<file path="config.mk">
export PLATFORM = sky130hd
export DESIGN_NAME = max7219_ctrl_flat
export DESIGN_NICKNAME = d
export VERILOG_FILES = /design/src/rtl/max7219_ctrl_if.sv /design/src/rtl/max7219_ctrl.sv /design/src/flat_wrapper.sv
export SDC_FILE = /design/constraint.sdc
export NUM_CORES = 1
export LEC_CHECK = 0
export ABC_CLOCK_PERIOD_IN_PS = 2200
export BUFFER_PORTS_ARGS = -buffer_cell sky130_fd_sc_hd__buf_2
export CAP_MARGIN = 5
export CORE_MARGIN = 1.5
export CORE_UTILIZATION = 52
export CTS_CLUSTER_DIAMETER = 50
export DETAILED_ROUTE_END_ITERATION = 6
export PLACE_DENSITY = 0.76
export RECOVER_POWER = 25
export SETUP_SLACK_MARGIN = 0.1
export SYNTH_ARGS = -nofsm -noshare
export SYNTH_HDL_FRONTEND = slang
export SYNTH_SLANG_ARGS = --single-unit
</file>
<file path="constraint.sdc">
create_clock -name clock -period 2.2 [get_ports clock]
set_input_delay 0.44 -clock clock [delete_from_list [all_inputs] [get_ports clock]]
set_output_delay 0.44 -clock clock [all_outputs]
set_load 0.02 [all_outputs]
</file>
<file path="src/rtl/max7219_ctrl_if.sv">
// Three-wire MAX7219 display bus: serial clock, active-low load/chip-select and serial data.
interface max7219_ctrl_if;
   logic max_sck;
   logic max_cs;
   logic max_din;

   modport master (output max_sck, output max_cs, output max_din);
   modport slave  (input  max_sck, input  max_cs, input  max_din);
endinterface

</file>
<file path="src/rtl/max7219_ctrl.sv">
// MAX7219 sequencer: runs the power-up register sequence, then arbitrates intensity
// and digit-refresh requests, shifting one 16-bit frame at a time onto the display bus.
module max7219_ctrl #(
   parameter int SCK_DIV  = 4,
   parameter int N_DIGITS = 8
) (
   input  logic        clock,
   input  logic        reset,
   input  logic [31:0] digit_code,
   input  logic [7:0]  digit_dp,
   input  logic        update_req,
   input  logic [3:0]  intensity,
   input  logic        intensity_req,
   output logic        busy,
   output logic        init_done,
   max7219_ctrl_if.master bus
);

   localparam int CW = $clog2(2 * SCK_DIV) + 1;

   typedef enum logic [1:0] {INIT, IDLE, INTEN, DIGITS} seq_t;
   typedef enum logic [2:0] {SER_IDLE, CS_SETUP, BIT_LO, BIT_HI, CS_HOLD, GAP} ser_t;

   seq_t        seq;
   ser_t        ser;
   logic [CW-1:0] cnt;
   logic [2:0]  frame_idx;
   logic [3:0]  bit_idx;
   logic [15:0] frame_q;
   logic [31:0] code_snap;
   logic [7:0]  dp_snap;
   logic        upd_pend;
   logic        int_pend;
   logic [15:0] next_frame;
   logic        last_frame;

   wire phase_end = (cnt == CW'(SCK_DIV - 1));
   wire gap_end   = (cnt == CW'(2 * SCK_DIV - 1));

   // Frame contents for the current position in whichever sequence is running.
   always_comb begin
      next_frame = 16'h0000;
      last_frame = 1'b0;
      case (seq)
         INIT: begin
            case (frame_idx)
               3'd0:    next_frame = 16'h0F00;
               3'd1:    next_frame = 16'h09FF;
               3'd2:    next_frame = {8'h0A, 4'h0, intensity};
               3'd3:    next_frame = {8'h0B, 8'(N_DIGITS - 1)};
               default: next_frame = 16'h0C01;
            endcase
            last_frame = (frame_idx == 3'd4);
         end
         INTEN: begin
            next_frame = {8'h0A, 4'h0, intensity};
            last_frame = 1'b1;
         end
         DIGITS: begin
            next_frame = {4'h0, {1'b0, frame_idx} + 4'd1, dp_snap[frame_idx], 3'b000,
                          code_snap[{frame_idx, 2'b00} +: 4]};
            last_frame = (frame_idx == 3'(N_DIGITS - 1));
         end
         default: ;
      endcase
   end

   // Sequencer and serializer share one register block; the sequence advances when
   // max_cs rises, while the GAP state still guarantees the inter-frame high time.
   always_ff @(posedge clock or posedge reset) begin
      if (reset) begin
         seq         <= INIT;
         ser         <= SER_IDLE;
         cnt         <= '0;
         frame_idx   <= 3'd0;
         bit_idx     <= 4'd0;
         frame_q     <= 16'h0000;
         code_snap   <= 32'h0;
         dp_snap     <= 8'h0;
         upd_pend    <= 1'b0;
         int_pend    <= 1'b0;
         busy        <= 1'b0;
         init_done   <= 1'b0;
         bus.max_cs  <= 1'b1;
         bus.max_sck <= 1'b0;
         bus.max_din <= 1'b0;
      end else begin
         busy <= (seq != IDLE) || upd_pend || int_pend;
         case (ser)
            SER_IDLE: begin
               cnt <= '0;
               if (seq == IDLE) begin
                  if (int_pend) begin
                     seq       <= INTEN;
                     frame_idx <= 3'd0;
                     int_pend  <= 1'b0;
                  end else if (upd_pend) begin
                     seq       <= DIGITS;
                     frame_idx <= 3'd0;
                     upd_pend  <= 1'b0;
                     code_snap <= digit_code;
                     dp_snap   <= digit_dp;
                  end
               end else begin
                  frame_q    <= next_frame;
                  bus.max_cs <= 1'b0;
                  ser        <= CS_SETUP;
               end
            end
            CS_SETUP: begin
               if (phase_end) begin
                  cnt         <= '0;
                  bit_idx     <= 4'd15;
                  bus.max_din <= frame_q[15];
                  ser         <= BIT_LO;
               end else begin
                  cnt <= cnt + 1'b1;
               end
            end
            BIT_LO: begin
               if (phase_end) begin
                  cnt         <= '0;
                  bus.max_sck <= 1'b1;
                  ser         <= BIT_HI;
               end else begin
                  cnt <= cnt + 1'b1;
               end
            end
            BIT_HI: begin
               if (phase_end) begin
                  cnt         <= '0;
                  bus.max_sck <= 1'b0;
                  if (bit_idx == 4'd0) begin
                     ser <= CS_HOLD;
                  end else begin
                     bit_idx     <= bit_idx - 4'd1;
                     bus.max_din <= frame_q[bit_idx - 4'd1];
                     ser         <= BIT_LO;
                  end
               end else begin
                  cnt <= cnt + 1'b1;
               end
            end
            CS_HOLD: begin
               if (phase_end) begin
                  cnt         <= '0;
                  bus.max_cs  <= 1'b1;
                  bus.max_din <= 1'b0;
                  ser         <= GAP;
                  if (!last_frame) begin
                     frame_idx <= frame_idx + 3'd1;
                  end else if (seq == INIT) begin
                     init_done <= 1'b1;
                     frame_idx <= 3'd0;
                     if (upd_pend) begin
                        seq       <= DIGITS;
                        upd_pend  <= 1'b0;
                        code_snap <= digit_code;
                        dp_snap   <= digit_dp;
                     end else begin
                        seq <= IDLE;
                     end
                  end else begin
                     seq <= IDLE;
                  end
               end else begin
                  cnt <= cnt + 1'b1;
               end
            end
            GAP: begin
               if (gap_end) begin
                  cnt <= '0;
                  ser <= SER_IDLE;
               end else begin
                  cnt <= cnt + 1'b1;
               end
            end
            default: ser <= SER_IDLE;
         endcase
         // A request landing in the same cycle as its flag is cleared must survive.
         if (update_req) upd_pend <= 1'b1;
         if (intensity_req) int_pend <= 1'b1;
      end
   end

endmodule

</file>
<file path="src/flat_wrapper.sv">
// flat-port wrapper written by rule: the top's interface ports become plain ports
module max7219_ctrl_flat 
#(
   parameter int SCK_DIV  = 4,
   parameter int N_DIGITS = 8
)
  (clock, reset, digit_code, digit_dp, update_req, intensity, intensity_req, busy, init_done, bus_max_sck, bus_max_cs, bus_max_din);
  max7219_ctrl_if bus_i ();
  input  logic clock;
  input  logic reset;
  input  logic [31:0] digit_code;
  input  logic [7:0] digit_dp;
  input  logic update_req;
  input  logic [3:0] intensity;
  input  logic intensity_req;
  output logic busy;
  output logic init_done;
  output wire logic [$bits(bus_i.max_sck)-1:0] bus_max_sck;
  output wire logic [$bits(bus_i.max_cs)-1:0] bus_max_cs;
  output wire logic [$bits(bus_i.max_din)-1:0] bus_max_din;
  assign bus_max_sck = bus_i.max_sck;
  assign bus_max_cs = bus_i.max_cs;
  assign bus_max_din = bus_i.max_din;
  max7219_ctrl #(.SCK_DIV(SCK_DIV), .N_DIGITS(N_DIGITS)) u_core (.clock(clock), .reset(reset), .digit_code(digit_code), .digit_dp(digit_dp), .update_req(update_req), .intensity(intensity), .intensity_req(intensity_req), .busy(busy), .init_done(init_done), .bus(bus_i));
endmodule
</file>
Word-level counts from Yosys, hierarchy flattened:

Cells that the tools add are included.

* register bits after elaboration: 79
* bits of input ports: 48
* output and inout port bits: 5

* order comparisons: 2
* muxes and demuxes: 70
* reductions and logical operators: 27
* eq/ne operators: 34
* add/subtract/negate cells: 4
* shift-type cells: 1
* bitwise gates (word level): 1

Operators with widths (count)
* 32-bit 2-to-1 mux: 6
* 32-bit case mux with 2 select lines: 1
* 8-bit 2-to-1 mux: 6
* 16-bit case mux with 3 select lines: 1
* 11-bit case mux with 4 select lines: 1
* 3-bit 2-to-1 mux: 13
* 32-bit by 6-bit indexed part select with 4-bit output: 1
* 4-bit 2-to-1 mux: 5
* 2-bit by 1-bit != test with 1-bit output (second input constant): 9
* 3-bit case mux with 6 select lines: 1
* 6-bit AND reduction: 3
* 1-bit 2-to-1 mux: 17
* 8-bit case mux with 2 select lines: 1
* 5-bit AND reduction: 3
* 2-bit 2-to-1 mux: 7
* 3-bit by 2-bit == test with 1-bit output (second input constant): 4
* 3-bit == test (second input constant): 4
* 3-bit by 2-bit != test with 1-bit output (second input constant): 4
* 4-bit case mux with 3 select lines: 1
* 2-bit nonzero test: 5
* 3-bit nonzero test: 3
* 4-bit case mux with 2 select lines: 1
* 4-bit AND reduction: 2
* 3-bit by 1-bit == test with 1-bit output (second input constant): 2
* 27 further kinds: 38

Longest topological paths before layout:

Gate-level depths: netlist (run 1).

* depth in word-level cells: 6
* mapped depth: 8

Worst setup path after synthesis (run 1):

Ideal clock, no wire load.

* kind: flip-flop to flip-flop
* start point: register u_core.frame_idx[0]
* end point: register u_core.code_snap[0]
* setup slack: -210 ps
* path buffers: 2
* arrival: 2284 ps
* cell stages (with the launch flop): 9
* clock period less this slack: 2410 ps
* library setup time: 125 ps
* cells stage by stage: dfrtp_1 -> buf_2 -> inv_1 -> ha_1 -> nor4bb_1 -> a221o_1 -> o211ai_4 -> buf_12 -> mux2_4

* longest elaborated chain between the ends: 4

Ends and longest elaborated chain
* start, declared: RTL line max7219_ctrl.sv:27 `logic [2:0] frame_idx;`
* start signal, assigned: RTL line max7219_ctrl.sv:151 `frame_idx <= frame_idx + 3'd1;`
* 3-bit == test (on tied branches): RTL line max7219_ctrl.sv:62, max7219_ctrl.sv:53
* 1-bit case mux with 3 select lines *: RTL line max7219_ctrl.sv:44 `case (seq)`
* 2-bit by 1-bit != test with 1-bit output (no source line) *
* 6-bit AND reduction (no source line) *
* end signal, assigned: RTL line max7219_ctrl.sv:101 `code_snap <= digit_code;`
* end signal, assigned: RTL line max7219_ctrl.sv:158 `code_snap <= digit_code;`
* end, declared: RTL line max7219_ctrl.sv:30 `logic [31:0] code_snap;`

Mark *: on every way between the ends. The rest lies on a longest branch, timed or not.
A chain may end at the register's enable or synchronous reset.

Worst setup path after layout (run 1):

* start point: register u_core.seq[1]
* end point: register u_core.code_snap[24]

* longest elaborated chain between the ends: 4

Ends and longest elaborated chain
* start, declared: RTL line max7219_ctrl.sv:24 `seq_t seq;`
* start signal, assigned: RTL line max7219_ctrl.sv:72 `seq <= INIT;`
* start signal, assigned: RTL line max7219_ctrl.sv:94 `seq <= INTEN;`
* start signal, assigned: RTL line max7219_ctrl.sv:98 `seq <= DIGITS;`
* 2-bit == test / 2-bit logical NOT (equally long branches): RTL line max7219_ctrl.sv:44, max7219_ctrl.sv:152
* 1-bit case mux with 3 select lines: RTL line max7219_ctrl.sv:44
* 2-bit by 1-bit != test with 1-bit output (no source line)
* 6-bit AND reduction (no source line) *

Marks and branches as above.

==> results.json, run 1 <==
{
  "outcome": "complete, but fails checks",
  "violations": "negative setup slack",
  "syn_area_mm2": 0.00411,
  "ys_seq_area_frac": 0.445,
  "ys.flop_type": "dfrtp_1",
  "gr-total-overflow": 0,
  "initial_utilization": 0.534,
  "end_kind": "register",
  "stdcell_count": 517,
  "met1_usage": 0.308,
  "power_frac_comb": 0.052,
  "fmax_ghz": 0.447,
  "coreArea_mm2": 0.00769,
  "die_height_um": 91.9,
  "synthArstFlopShare": 1.00,
  "antenna_left": 0,
  "p_sw_frac": 0.214,
  "dp.final_hpwl_um": 6460,
  "grt.total_usage": 0.236,
  "max_stage_delay_ns": 0.44,
  "min_period_ns": 2.24,
  "ir_worst_vdd_mv": 0.434,
  "r2r_start": "u_core.seq[1]$_DFFE_PP0P_",
  "layout_setup_ws_ns": -0.0374,
  "worst_pin_slew_ns": 1.15,
  "fin_nets": 471,
  "critPathArrivalTime_ns": 2.47,
  "worstPathRequired_ns": 2.44,
  "grt_use_met3": 0.0481,
  "critical_path_class": "reg -> reg",
  "die_area_mm2": 0.00844,
  "grt_pass1_vias": 3060,
  "via_per_inst": 5.72,
  "p_int_mw": 2.23,
  "yosysTopAreaCell": "dfrtp_1",
  "grt_max_degree": 55,
  "min_path_type": "in -> async",
  "wl_um": 9120,
  "area_delta_synth_final_pct": 22.3,
  "drt_drc_violations_left": 0,
  "grt_pass1_wl_um": 15400,
  "synth.avg_cell_area_um2": 12.4,
  "io_pins": 53,
  "relSlewSlack": 0.233,
  "yosysMostFrequentCell": "dfrtp_1",
  "hold_viol": 0,
  "antenna_cells": 0,
  "totalPowerFinal_mw": 2.84,
  "rsz0062_at_grt": "yes",
  "grt_busiest_layer": "met2",
  "setup_tns_ns": -0.390,
  "antenna_found_initial": 0,
  "r2r_slack_ns": -0.04,
  "synth_area_leaders": "dfrtp_1 (44%), mux2_4 (15%), mux4_2 (6.6%)",
  "synth-seq-cells": 73,
  "gp_congestion": 0.901,
  "die_width_um": 91.9,
  "ys_types": 63,
  "maxSlewViolCount": 0,
  "synth_top_area_frac": 0.439,
  "p_per_area_mw_per_mm2": 565,
  "cpMaxStageDelayCell": "dfrtp_2",
  "clock_latency_ns": 0.35,
  "wl_per_cell_um": 17.6,
  "start_kind": "register",
  "r2r-end": "u_core.code_snap[24]$_DFFE_PP0P_",
  "fin_crit_sh": 1.02,
  "cts-buffers-inserted": 9,
  "synth_nets": 393,
  "rr_worst_depth": 8,
  "cts_tree": "done",
  "startpoint": "u_core.seq[1]$_DFFE_PP0P_",
  "power_frac_seq": 0.495,
  "path_cells": "ha_4 > ha_4 > nor4bb_4 > a221o_1 > o211ai_4 > buf_12 > buf_12 > mux2_4",
  "dp_cells": 495,
  "cp-endpoint": "u_core.code_snap[24]$_DFFE_PP0P_",
  "place_ws_ns": -0.0572,
  "leakage_nw": 2.36,
  "power.switching_mw": 0.606,
  "cap_violations": 0,
  "setup_violations": 21,
  "power.share.clock": 0.453,
  "first_pass_iters": 4,
  "cts.path.max_buffers": 2,
  "syn_inst": 332,
  "via_count": 2955,
  "drive_gt1_frac": 0.439,
  "rows": 32,
  "clock-sinks": 73,
  "synth_commonest_cells": "dfrtp_1 (72), mux2_4 (40), nor2_1 (22)",
  "cts_max_level": 3,
  "io_buffers": 52,
  "use_met2": 0.391,
  "synth_edf_count": 0,
  "synth_warnings": 0,
  "first_iter_violations": 165,
  "finClkSkew_ns": 0.0112,
  "clk_pin_slew_worst_paths_ns": 0.08,
  "cts_root_buf": "clkbuf_8",
  "worstPathMaxFanout": 8
}
[flip-flops by register name, summed over array words and instances, names as in the netlist]
name                flops
u_core.code_snap       32
u_core.frame_q         10
u_core.dp_snap          8
u_core.bit_idx          4
u_core.cnt              4
u_core.frame_idx        3
u_core.ser              3
u_core.seq              2
u_core.bus.max_cs       1
u_core.bus.max_din      1
u_core.bus.max_sck      1
u_core.busy             1
u_core.init_done        1
u_core.int_pend         1
u_core.upd_pend         1
[power groups by stage]
stage	Clock (mW)	Sequential (mW)	Combinational, mW
floorplan	0	1.42	0.0893
global placement	0	1.42	0.147
detailed placement	0	1.43	0.155
CTS	1.30	1.40	0.156
global route	1.37	1.41	0.163
finish	1.28	1.40	0.149
[worst min-delay path by stage]
| stage | startpoint | to | slack [ns] | cells past startpoint |
|---|---|---|---|---|
| floorplan | u_core.frame_q[9]$_DFFE_PP0P_ | u_core.frame_q[9]$_DFFE_PP0P_ | 0.44 | 2 |
| global placement | u_core.init_done$_DFFE_PP0P_ | u_core.init_done$_DFFE_PP0P_ | 0.45 | 1 |
| detailed placement | u_core.init_done$_DFFE_PP0P_ | u_core.init_done$_DFFE_PP0P_ | 0.44 | 1 |
| CTS | reset | u_core.cnt[0]$_DFFE_PP0P_ | 0.11 | 2 |
| global route | intensity_req | u_core.int_pend$_DFFE_PP0P_ | 0.27 | 2 |
| finish | reset | u_core.cnt[0]$_DFFE_PP0P_ | 0.22 | 2 |
[cells by family after synthesis]
logic type	count (synthesis)	synth area share
XOR/XNOR	3	0.00640
adder cells (fa/ha/maj)	13	0.0396
AND/OR/NAND/NOR	82	0.112
multiplexers	59	0.230
flip-flops	73	0.445
buffers and inverters	36	0.0515
AO/OA/AOI/OAI	66	0.116
[final cells by class]
class,count,area (µm²)
Multi-Input combinational cell,223,2150
Fill cell,608,2670
Clock buffer,10,128
Timing Repair Buffer,85,591
Clock inverter,6,116
Inverter,18,73.8
Sequential cell,73,1830
Tap cell,102,128
[worst max-delay path: cells and delay by family, from the launching register on]
| family | cells | cell delay, ns |
|---|---|---|
| compound gates | 2 | 0.51 |
| fa+ha+maj | 2 | 0.42 |
| buf+inv | 2 | 0.29 |
| flops | 1 | 0.44 |
| mux | 1 | 0.31 |
| simple gates | 1 | 0.15 |
[cells in the final DEF, fill, tap and decap left out, drive strengths merged, types with 10 or more instances in the layout]
| master | instances |
|---|---|
| ha | 13 |
| inv | 17 |
| nand2 | 20 |
| mux2 | 43 |
| nor2 | 23 |
| o21ai | 15 |
| mux4 | 12 |
| buf | 85 |
| dfrtp | 72 |
| clkbuf | 10 |
[through the flow]
stage,instance area [µm²],hold WS (ns),utilization
final,5020,0.224,0.653
after floorplan,4140,0.445,-
after global placement,4630,0.446,0.602
after global routing,5020,0.271,0.653
after detailed placement,4630,0.444,0.602
after CTS,5010,0.115,0.652
[what timing repair did]
action / in CTS / in global routing
hold buffers: 0 / 0
gates resized for setup: 15 / 5
endpoints found under the hold margin: 0 / 0
setup endpoints to repair: 40 / 47
gates cloned: 1 / 0
pin swaps: 5 / 5
buffers inserted: 4 / 1
[routing by layer]
metal | part of all wire | vias up
li1 | - | 1382
met4 | 0.019 | 0
met5 | 0 | -
met3 | 0.037 | 18
met2 | 0.51 | 83
met1 | 0.44 | 1472
No activity file was read; power rests on OpenSTA's default activity.
==> run 2, diff against run 1 <==
--- a/config.mk
+++ b/config.mk
@@ -15,6 +15,7 @@
 export PLACE_DENSITY = 0.76
 export RECOVER_POWER = 25
 export SETUP_SLACK_MARGIN = 0.1
+export SKIP_CTS_REPAIR_TIMING = 1
 export SYNTH_ARGS = -nofsm -noshare
 export SYNTH_HDL_FRONTEND = slang
 export SYNTH_SLANG_ARGS = --single-unit
==> results.json, run 2 (synthesis results as in run 1) <==
{
  "via_per_inst": 5.73,
  "layout_setup_ws_ns": -0.0773,
  "maxSlewViolCount": 0,
  "outcome": "complete, but fails checks",
  "critical_path_class": "reg -> reg",
  "largest_register_ffs": 32,
  "cap_violations": 0,
  "cts_tree": "done",
  "antenna_cells": 0,
  "end_kind": "register",
  "r2r_start": "u_core.seq[1]$_DFFE_PP0P_",
  "cts.path.max_buffers": 2,
  "die_height_um": 91.9,
  "gr-total-overflow": 0,
  "coreArea_mm2": 0.00769,
  "rows": 32,
  "io_pins": 53,
  "die_area_mm2": 0.00844,
  "cts-buffers-inserted": 9,
  "relSlewSlack": 0.242,
  "fmax_ghz": 0.439,
  "rsz0062_at_grt": "yes",
  "cp_top_family": "compound AO/OA/AOI/OAI gates",
  "worstPathMaxFanout": 8,
  "die_width_um": 91.9,
  "wl_per_cell_um": 17.7,
  "finClkSkew_ns": 0.0104,
  "largestRegisters": "u_core.code_snap x32, u_core.frame_q x10, u_core.dp_snap x8",
  "fin_crit_sh": 1.04,
  "max_stage_delay_ns": 0.44,
  "drive_gt1_frac": 0.437,
  "grt.total_usage": 0.228,
  "totalPowerFinal_mw": 2.83,
  "dpl-instance-area_mm2": 0.00463,
  "area_delta_synth_final_pct": 22.0,
  "hold_ws_ns": 0.229,
  "drt_drc_violations_left": 0,
  "wl_um": 9130,
  "hold_viol": 0,
  "startpoint": "u_core.seq[1]$_DFFE_PP0P_",
  "violations": "negative setup slack",
  "antenna_left": 0,
  "cts_root_buf": "clkbuf_8",
  "first_iter_violations": 190,
  "grt_pass1_wl_um": 14900,
  "final_cell_mix": "dfrtp_1 (70), buf_2 (53), mux2_4 (40), buf_4 (24), nor2_1 (22)",
  "leakage_nw": 2.36,
  "antenna_found_initial": 0,
  "top_register": "u_core.code_snap",
  "min_period_ns": 2.28,
  "dp.final_hpwl_um": 6460,
  "layout_commonest_cell": "dfrtp_1",
  "clk_pin_slew_worst_paths_ns": 0.08,
  "fillCellCount": 604,
  "first_pass_iters": 4,
  "ir_worst_vdd_mv": 0.330,
  "worst_pin_slew_ns": 1.14,
  "gp_congestion": 0.901,
  "critPathBufInv": 1,
  "start_kind": "register",
  "via_count": 2955,
  "final_area_mm2": 0.00501,
  "cpMaxStageDelayCell": "dfrtp_2",
  "grt_pass1_vias": 3001,
  "place_ws_ns": -0.0572,
  "clock-sinks": 73,
  "grt_max_degree": 55,
  "p_per_area_mw_per_mm2": 566,
  "min_path_type": "in -> async",
  "path_cells": "ha_4 > ha_4 > nor4bb_4 > a221o_1 > o211ai_4 > clkbuf_16 > mux2_4",
  "clock_latency_ns": 0.35,
  "cts_max_level": 3,
  "worstPathRequired_ns": 2.44,
  "crit_top_cell": "ha_4",
  "io_buffers": 52,
  "initial_utilization": 0.534,
  "setup_violations": 40,
  "critPathArrivalTime_ns": 2.52,
  "fin_nets": 470
}
[run 2: cell count changes in the layout (fill, tap and decap cells not counted), sizes merged]
cell and delta:
buf -3, clkbuf +2
[run 2: final cells by class]
cell class,count,area [µm²],area share
multi-input cells,223,2150,0.430
flip-flops and latches,73,1830,0.365
repair buffers,84,578,0.115
clock buffers,10,128,0.0255
well taps,102,128,0.0255
clock inverters,6,116,0.0232
inverters,18,73.8,0.0147
[run 2: final timing paths]
| kind | end | slack (ns) | depth (start not counted) |
|---|---|---|---|
| max in group asynchronous | u_core.frame_idx[0]$_DFFE_PP0P_ | 0.32 | 3 |
| max reg2reg | u_core.dp_snap[4]$_DFFE_PP0P_ | -0.08 | 7 |
| min reg2reg | u_core.init_done$_DFFE_PP0P_ | 0.47 | 1 |
| min in group clock | u_core.int_pend$_DFFE_PP0P_ | 0.27 | 2 |
| max | u_core.dp_snap[4]$_DFFE_PP0P_ | -0.08 | 7 |
| min | u_core.cnt[0]$_DFFE_PP0P_ | 0.23 | 2 |
[run 2: metal layers]
layer	vias up	track usage	share of wire	routed length [µm]
li1	1381	-	-	-
met1	1469	0.307	0.43	3910
met2	91	0.369	0.50	4580
met3	14	0.0439	0.053	486
met4	0	0.0808	0.016	144
met5	-	0	0	0
[run 2: worst register-to-register path: stages (launching register included)]
cell,delay [ns]
dfrtp_2,0.44
ha_4,0.18
ha_4,0.22
nor4bb_4,0.15
a221o_1,0.39
o211ai_4,0.23
clkbuf_16,0.27
mux2_4,0.30
[run 2: power breakdown]
part           leakage (nW)  internal, mW  switching (mW)  total, mW
Sequential            0.853          1.38          0.0237       1.40
Clock                 0.121         0.760           0.523       1.28
Combinational          1.39        0.0914          0.0567      0.148
Total                  2.36          2.23           0.603       2.83
[run 2: metrics by stage]
step / util / setup TNS, ns / std cells
global placement: 0.602 / 0 / 495
CTS: 0.633 / -2.42 / 511
detailed placement: 0.602 / -1.61 / 495
floorplan: - / 0 / 332
global route: 0.652 / -4.36 / 516
finish: 0.652 / -1.57 / 516
==> run 3, diff against run 2 <==
--- a/config.mk
+++ b/config.mk
@@ -5,6 +5,7 @@
 export SDC_FILE = /design/constraint.sdc
 export NUM_CORES = 1
 export LEC_CHECK = 0
+export ABC_AREA = 1
 export ABC_CLOCK_PERIOD_IN_PS = 2200
 export BUFFER_PORTS_ARGS = -buffer_cell sky130_fd_sc_hd__buf_2
 export CAP_MARGIN = 5
==> results.json, run 3 <==
{
  "dpl-instance-area_mm2": 0.00449,
  "coreArea_mm2": 0.00769,
  "via_per_inst": 5.16,
  "cts.path.max_buffers": 2,
  "grt_pass1_wl_um": 16100,
  "min_path_type": "in -> async",
  "gr-total-overflow": 0,
  "top_register": "u_core.code_snap",
  "maxSlewViolCount": 0,
  "power.switching_mw": 0.537,
  "layout_setup_ws_ns": 0.281,
  "critPathArrivalTime_ns": 2.16,
  "cts_tree": "done",
  "dp.final_hpwl_um": 6720,
  "first_pass_iters": 5,
  "rows": 32,
  "startpoint": "u_core.seq[0]$_DFFE_PP0P_",
  "r2r_start": "u_core.seq[0]$_DFFE_PP0P_",
  "path_cells": "ha_2 > ha_1 > nand2_1 > nor2_1 > nand2_1 > nand2_1 > nand2_1 > nand2_4 > buf_12 > nand2_1 > nand2_1 > nand2_1",
  "wl_per_cell_um": 12.7,
  "layout_commonest_cell": "nand2_1",
  "max_stage_delay_ns": 0.42,
  "finClkSkew_ns": 0.00825,
  "syn_inst": 555,
  "clock_latency_ns": 0.35,
  "synth_area_leaders": "dfrtp_1 (44%), nand2_1 (19%), nand3_1 (10%)",
  "clk_pin_slew_worst_paths_ns": 0.08,
  "synth_nets": 616,
  "power_frac_comb": 0.030,
  "synthArstFlopShare": 1.00,
  "first_iter_violations": 188,
  "stdcell_count": 715,
  "critical_path_class": "reg -> reg",
  "p_sw_frac": 0.226,
  "drt_drc_violations_left": 0,
  "dp_cells": 699,
  "wl_um": 9110,
  "hold_viol": 0,
  "setup_tns_ns": 0,
  "largest_register_ffs": 32,
  "r2r-end": "u_core.seq[0]$_DFFE_PP0P_",
  "gp_congestion": 0.842,
  "rsz0062_at_grt": "no",
  "ys.flop_type": "dfrtp_1",
  "clock-sinks": 73,
  "outcome": "complete, no violations",
  "drive_gt1_frac": 0.162,
  "area_delta_synth_final_pct": 13.2,
  "power.share.clock": 0.405,
  "die_width_um": 92.1,
  "rr_worst_depth": 12,
  "synth.avg_cell_area_um2": 7.44,
  "ys_seq_area_frac": 0.443,
  "cap_violations": 0,
  "antenna_found_initial": 0,
  "min_period_ns": 1.92,
  "power_frac_seq": 0.565,
  "die_area_mm2": 0.00848,
  "grt.total_usage": 0.239,
  "synth_edf_count": 0,
  "io_pins": 53,
  "p_int_mw": 1.84,
  "cpMaxStageDelayCell": "dfrtp_1",
  "ir_worst_vdd_mv": 0.364,
  "fmax_ghz": 0.521,
  "cts-buffers-inserted": 9,
  "r2r_slack_ns": 0.28,
  "yosysMostFrequentCell": "nand2_1",
  "synth_commonest_cells": "nand2_1 (205), nand3_1 (86), dfrtp_1 (72)",
  "fin_crit_sh": 0.872,
  "synth-seq-cells": 73,
  "antenna_left": 0,
  "place_ws_ns": 0.140,
  "worstPathMaxFanout": 18,
  "synth_top_area_frac": 0.436,
  "worst_pin_slew_ns": 0.796,
  "cts_root_buf": "clkbuf_8",
  "setup_violations": 0,
  "io_buffers": 52,
  "fillCellCount": 722,
  "fin_nets": 669,
  "grt_max_degree": 41,
  "largestRegisters": "u_core.code_snap x32, u_core.frame_q x10, u_core.dp_snap x8",
  "synth_warnings": 0,
  "cp-endpoint": "u_core.seq[0]$_DFFE_PP0P_",
  "relSlewSlack": 0.466,
  "die_height_um": 92.1,
  "ys_types": 31,
  "final_area_mm2": 0.00468,
  "via_count": 3688,
  "start_kind": "register",
  "end_kind": "register",
  "p_per_area_mw_per_mm2": 508,
  "worstPathRequired_ns": 2.44,
  "initial_utilization": 0.537,
  "crit_top_cell": "nand2_1",
  "grt_pass1_vias": 3610,
  "syn_area_mm2": 0.00413,
  "leakage_nw": 2.45,
  "final_cell_mix": "nand2_1 (205), nand3_1 (86), dfrtp_1 (72), buf_2 (52), inv_1 (47)",
  "yosysTopAreaCell": "dfrtp_1",
  "cts_max_level": 3,
  "antenna_cells": 0
}
run 3: cell types whose count changed in the layout (fill, tap and decap cells not counted), moves of 16 or more:
cell     previous run  this run
nor2_1             22        38
nand2_1            20       205
mux2_4             40         0
nand3_1             4        86
buf_4              24         7
inv_1              14        47
run 3: how the worst min path moves through the flow:
| stage | to |
|---|---|
| global route | u_core.upd_pend$_DFFE_PP0P_ |
| global placement | u_core.dp_snap[5]$_DFFE_PP0P_ |
| detailed placement | u_core.dp_snap[5]$_DFFE_PP0P_ |
| finish | u_core.upd_pend$_DFFE_PP0P_ |
| floorplan | u_core.code_snap[15]$_DFFE_PP0P_ |
| CTS | u_core.init_done$_DFFE_PP0P_ |
run 3: per-stage QoR:
step | total power, mW | hold WS [ns] | utilization
2_1_floorplan | 1.39 | 0.437 | -
3_3_place_gp | 1.44 | 0.448 | 0.584
3_5_place_dp | 1.45 | 0.454 | 0.584
4_1_cts | 2.40 | 0.0885 | 0.608
5_1_grt | 2.48 | 0.221 | 0.608
6_report | 2.37 | 0.179 | 0.608
run 3: metal layers:
metal	part of all wire	wire length, µm	vias to the layer above	track usage
li1	-	-	1871	-
met1	0.44	4020	1703	0.305
met2	0.50	4530	102	0.401
met3	0.048	435	12	0.0522
met4	0.014	124	0	0.0859
met5	0	0	-	0
run 3: cells by family (layout without fill, tap and decap cells):
logic type      Yosys count  in the layout  share of synthesized area
flops                    73             73                      0.443
buf+inv                  72            130                     0.0833
simple gates            347            347                      0.363
xor+xnor                  4              4                    0.00848
fa+ha+maj                13             13                     0.0394
compound gates           46             46                     0.0633
run 3: power groups by stage:
stage / combinational [mW] / sequential, mW / clock [mW]
CTS: 0.0790 / 1.34 / 0.978
detailed placement: 0.0786 / 1.37 / 0
global placement: 0.0768 / 1.37 / 0
floorplan: 0.0206 / 1.37 / 0
global route: 0.0815 / 1.34 / 1.05
finish: 0.0712 / 1.34 / 0.961
run 3: layout make-up:
cell class / instances / area, µm² / area share
Clock buffer: 11 / 151 / 0.0324
Clock inverter: 5 / 30.0 / 0.00642
Inverter: 50 / 189 / 0.0404
Multi-Input combinational cell: 410 / 1970 / 0.422
Sequential cell: 73 / 1830 / 0.391
Tap cell: 102 / 128 / 0.0273
Timing Repair Buffer: 64 / 377 / 0.0805
run 3: critical path: cells and delay by family (launching register included):
kind          cells  cell delay (ns)
buf+inv           1             0.16
fa+ha+maj         2             0.51
flops             1             0.42
simple gates      9             0.70
